### src/rtl/alpha_blender.sv
// Per-pixel alpha compositing stage: latches one RGBA source pixel, reads the
// destination RGB back from the frame buffer, then writes the blended colour.
module alpha_blender #(
    parameter int READ_LATENCY = 2
) (
    input  logic        clk,
    input  logic        reset,
    input  logic        finished,
    input  logic [16:0] pixel_number,
    input  logic        pixel_ready,
    input  logic [7:0]  r,
    input  logic [7:0]  g,
    input  logic [7:0]  b,
    input  logic [7:0]  a,
    input  logic [7:0]  read_r,
    input  logic [7:0]  read_g,
    input  logic [7:0]  read_b,
    input  logic        frame_ready,
    output logic        o_frame_ready,
    output logic        read,
    output logic        write,
    output logic [7:0]  write_r,
    output logic [7:0]  write_g,
    output logic [7:0]  write_b,
    output logic [16:0] pixel_number_o,
    output logic        finished_o
);

    localparam logic [1:0] ST_IDLE  = 2'd0;
    localparam logic [1:0] ST_READ  = 2'd1;
    localparam logic [1:0] ST_WRITE = 2'd2;

    localparam logic [3:0] LP_CNT_LOAD = 4'(READ_LATENCY - 1);

    logic [1:0]  r_state;
    logic [3:0]  r_cnt;
    logic [7:0]  r_src_r;
    logic [7:0]  r_src_g;
    logic [7:0]  r_src_b;
    logic [7:0]  r_src_a;
    logic [16:0] r_pixel_number;
    logic        r_frame_ready;
    logic        r_finished;

    logic [1:0]  w_state_nxt;
    logic [3:0]  w_cnt_nxt;
    logic        w_accept;
    logic        w_finished_nxt;

    // Exact floor(x / 255) for x <= 65025 via (x + (x >> 8) + 1) >> 8.
    function automatic logic [7:0] blend_channel(
        input logic [7:0] src,
        input logic [7:0] dst,
        input logic [7:0] alpha
    );
        logic [15:0] sum;
        logic [15:0] adj;
        sum = 16'(alpha) * 16'(src) + 16'(8'd255 - alpha) * 16'(dst);
        adj = sum + {8'd0, sum[15:8]} + 16'd1;
        return 8'(adj >> 8);
    endfunction

    // A new pixel is taken only from IDLE or from WRITE; during READ it is dropped.
    assign w_accept = pixel_ready && ((r_state == ST_IDLE) || (r_state == ST_WRITE));

    // NOTE: every always_comb output gets a default first, so no path can infer a latch.
    always_comb begin
        w_state_nxt = r_state;
        w_cnt_nxt   = r_cnt;
        case (r_state)
            ST_IDLE: begin
                if (pixel_ready) begin
                    w_state_nxt = ST_READ;
                    w_cnt_nxt   = LP_CNT_LOAD;
                end
            end
            ST_READ: begin
                if (r_cnt == 4'd0) begin
                    w_state_nxt = ST_WRITE;
                end else begin
                    w_cnt_nxt = r_cnt - 4'd1;
                end
            end
            ST_WRITE: begin
                if (pixel_ready) begin
                    w_state_nxt = ST_READ;
                    w_cnt_nxt   = LP_CNT_LOAD;
                end else begin
                    w_state_nxt = ST_IDLE;
                end
            end
            default: begin
                w_state_nxt = ST_IDLE;
                w_cnt_nxt   = 4'd0;
            end
        endcase
    end

    always_comb begin
        w_finished_nxt = r_finished;
        if (!finished) begin
            w_finished_nxt = 1'b0;
        end else if ((r_state == ST_IDLE) && !pixel_ready) begin
            w_finished_nxt = 1'b1;
        end
    end

    // NOTE: sequential state uses non-blocking assignments so every register samples pre-edge values.
    always_ff @(posedge clk) begin
        if (!reset) begin
            r_state        <= ST_IDLE;
            r_cnt          <= 4'd0;
            r_src_r        <= 8'd0;
            r_src_g        <= 8'd0;
            r_src_b        <= 8'd0;
            r_src_a        <= 8'd0;
            r_pixel_number <= 17'd0;
            r_frame_ready  <= 1'b0;
            r_finished     <= 1'b0;
        end else begin
            r_state       <= w_state_nxt;
            r_cnt         <= w_cnt_nxt;
            r_frame_ready <= frame_ready;
            r_finished    <= w_finished_nxt;
            if (w_accept) begin
                r_src_r        <= r;
                r_src_g        <= g;
                r_src_b        <= b;
                r_src_a        <= a;
                r_pixel_number <= pixel_number;
            end
        end
    end

    assign read           = (r_state == ST_READ);
    assign write          = (r_state == ST_WRITE);
    assign pixel_number_o = r_pixel_number;
    assign o_frame_ready  = r_frame_ready;
    assign finished_o     = r_finished;

    // Destination data is live; the frame buffer holds it stable through the write cycle.
    assign write_r = blend_channel(r_src_r, read_r, r_src_a);
    assign write_g = blend_channel(r_src_g, read_g, r_src_a);
    assign write_b = blend_channel(r_src_b, read_b, r_src_a);

endmodule

### config.mk
export PLATFORM = sky130hd
export DESIGN_NAME = alpha_blender
export DESIGN_NICKNAME = d
export VERILOG_FILES = /design/src/rtl/alpha_blender.sv
export SDC_FILE = /design/constraint.sdc
export NUM_CORES = 1
export LEC_CHECK = 0
export BUFFER_PORTS_ARGS = -buffer_cell sky130_fd_sc_hd__buf_2
export CORE_ASPECT_RATIO = 0.6
export CORE_MARGIN = 2
export CORE_UTILIZATION = 60
export CTS_CLUSTER_DIAMETER = 150
export DETAILED_ROUTE_END_ITERATION = 10
export GPL_ROUTABILITY_DRIVEN = 0
export MAX_ROUTING_LAYER = met4
export PLACE_DENSITY = 0.82
export SLEW_MARGIN = 20
export SYNTH_ARGS = -nofsm -noshare
export SYNTH_HDL_FRONTEND = slang
export SYNTH_SLANG_ARGS = --single-unit
### constraint.sdc
create_clock -name clk -period 18.5 [get_ports clk]
set_input_delay 0.925 -clock clk [delete_from_list [all_inputs] [get_ports clk]]
set_output_delay 0.925 -clock clk [all_outputs]
set_load 0.1 [all_outputs]
==> reports/qor.yml <==
finish:
  most-common-layout-cells: "426 x inv_1, 287 x fa_1, 211 x ha_1"
  drive_gt1_frac: 0.07848
  final_common_cell: "inv_1"
  postLayoutCellArea_mm2: 0.01802
  nets: 2597
  area_growth_pct: 7.078
  diodes: 0
global_route:
  grt_start_max_net_pins: 57
  antenna_found_initial: 0
  overflow: 0
  grt_first_pass_wirelength_um: 66210
  grt_use_total: 0.2916
  grt_pass1_vias: 13490
setup_path:
  worst_path_most_repeated_cell: "fa_1"
  critPathMaxStageDelay_ns: 0.66
  critical_path_class: "flop to output port"
  reg2reg_setup_slack_ns: 16.87
  r2r_end: "r_src_r[5]"
  cp_num_buf_inv: 6
  arrival_ns: 8.59
  critPathMaxFanout: 49
  timing.rr.start: "r_state[0]"
  ff2ff_path_depth: 4
  start_kind: "flop"
  worst_ep_required_time_ns: 17.57
  endpoint_kind: "output port"
  critPathSlowestCell: "a2111oi_0"
  critPathTopFamily: "adder cells"
floorplan:
  io_pins: 123
  core-area_mm2: 0.02758
  std_cell_rows: 47
  die_h_um: 133.7
  die-area_mm2: 0.02945
  start_util: 0.6102
  die_w_um: 220.2
yosys:
  synth_edf_count: 0
  synth-seq-cells: 57
  async_reset_ff_frac: 0
  synth_top_flop_cell: "dfxtp_1"
  syn_inst: 1947
  yosysSeqAreaShare: 0.06781
  ys.warnings.count: 0
  syn_avg_cell_area_um2: 8.643
  synth_cell_types: 69
  synth_area_mm2: 0.01683
routing:
  avgViaCountPerCell: 5.459
  vias: 13060
  drt_iter0_drc: 898
  first_pass_iters: 5
  routed_wl_um: 39270
  antenna_left: 0
  drcViolationCount: 0
  wire_per_inst_um: 16.41
place:
  hpwl_um: 31690
  port_buffers: 122
  dpl_cell_area_mm2: 0.01772
clock_network:
  clockBufferDepth: 2
  postCtsResizedCells: 0
  clock-sinks: 57
  post_cts_buffers: 0
  cts_tree: "yes"
  clockRootBuffer: "clkbuf_16"
  ctsHoldBuffers: 0
  clock_latency_ns: 0.35
  cts_made_buffers: 9
  clk_pin_slew_ns: 0.05
  htreeDepth: 3
timing:
  clock.fmax_mhz: 105.1
  tightestPinTransition_ns: 0.9007
  worst_clock_skew_ns: 0.006081
  rsz0062_at_grt: "false"
  post-route-min-period_ns: 9.513
  report.final.slew_viol_count: 0
  finalHoldViolCount: 0
  maxSlewHeadroom: 0.3995
  fin_setup_tns_ns: 0
  fin_crit_sh: 0.5142
  finalSetupViolCount: 0
min_path:
  hold_path_class: "flop to flop"
  hp-start: "pixel_number_o[2]"
  hold_end: "pixel_number_o[2]"
  holdPathStages: 2
run_status:
  status: "finished, final reports clean"
job:
  max_cap_viol_count: 0
[final cells by class]
class	instances	area, µm²
Multi-Input combinational cell	1395	13840
Fill cell	2260	9560
Clock inverter	5	55.05
Sequential cell	57	1141
Inverter	427	1603
Clock buffer	11	242.7
Timing Repair Buffer	131	678.2
Tap cell	367	459.2
[layer usage]
metal | routed length (µm) | global-route usage
met2 | 17290 | 0.4382
met5 | 0 | -
met4 | 568 | 0.05667
met1 | 17870 | 0.4088
met3 | 3546 | 0.06370
[stage by stage]
stage / util / hold slack, ns / std cells / setup WS [ns]
4_1_cts: 0.6532 / 0.4537 / 2393 / 9.037
6_report: 0.6534 / 0.4507 / 2393 / 8.987
3_5_place_dp: 0.6424 / 0.4467 / 2377 / 9.156
5_1_grt: 0.6534 / 0.4680 / 2393 / 8.476
3_3_place_gp: 0.6424 / 0.4367 / 2377 / 9.360
2_1_floorplan: - / 0.4855 / 1949 / 8.960
[state kept, by name (all words and copies together), names as in the netlist]
| name | count |
|---|---|
| pixel_number_o | 17 |
| r_src_a | 8 |
| r_src_b | 8 |
| r_src_g | 8 |
| r_src_r | 8 |
| r_cnt | 4 |
| r_state | 2 |
| finished_o | 1 |
| o_frame_ready | 1 |
[cell usage after synthesis (all sizes together) (5+ instances only)]
cell / number / area share
nand2: 210 / 0.047
nand3: 8 / 0.0024
o211ai: 5 / 0.0025
and3: 5 / 0.0019
dfxtp: 57 / 0.068
a211oi: 14 / 0.0073
ha: 211 / 0.16
clkbuf: 67 / 0.015
nor2: 31 / 0.0069
o21a: 17 / 0.0076
nor4: 6 / 0.0022
xnor2: 43 / 0.022
o31ai: 5 / 0.0025
a21oi: 37 / 0.011
nand2b: 86 / 0.032
and2: 116 / 0.043
a21o: 5 / 0.0022
nor3: 9 / 0.0030
o31a: 5 / 0.0026
inv: 427 / 0.095
fa: 287 / 0.34
xor2: 22 / 0.011
a21boi: 53 / 0.024
nor2b: 125 / 0.046
o21ai: 30 / 0.0089
[cell families after synthesis]
group | Yosys count | synth area share
compound gates | 205 | 0.08632
xor+xnor | 70 | 0.04059
fa+ha+maj | 498 | 0.4983
buf+inv | 497 | 0.1111
flops | 57 | 0.06781
mux | 3 | 0.001859
other cells | 1 | 0.0002228
simple gates | 616 | 0.1938
[worst max path at each step]
stage,from,endpoint,cells past startpoint
after floorplan,read_r[2],write_r[4],26
after global placement,read_r[2],write_r[4],28
after detailed placement,read_r[2],write_r[6],28
after CTS,r_src_a[5],write_r[6],27
after global routing,r_src_a[6],write_r[6],27
final,r_src_a[7],write_r[6],27
[worst register-to-register path, delay by kind of cell, from the launching register on]
family | cells | cell delay [ns]
compound gates | 1 | 0.16
flops | 1 | 0.39
buf+inv | 1 | 0.44
simple gates | 2 | 0.59
Power is left out: the tool's default activity adds up to more than one toggle a clock period on the data nets, which glitch-free logic cannot reach.
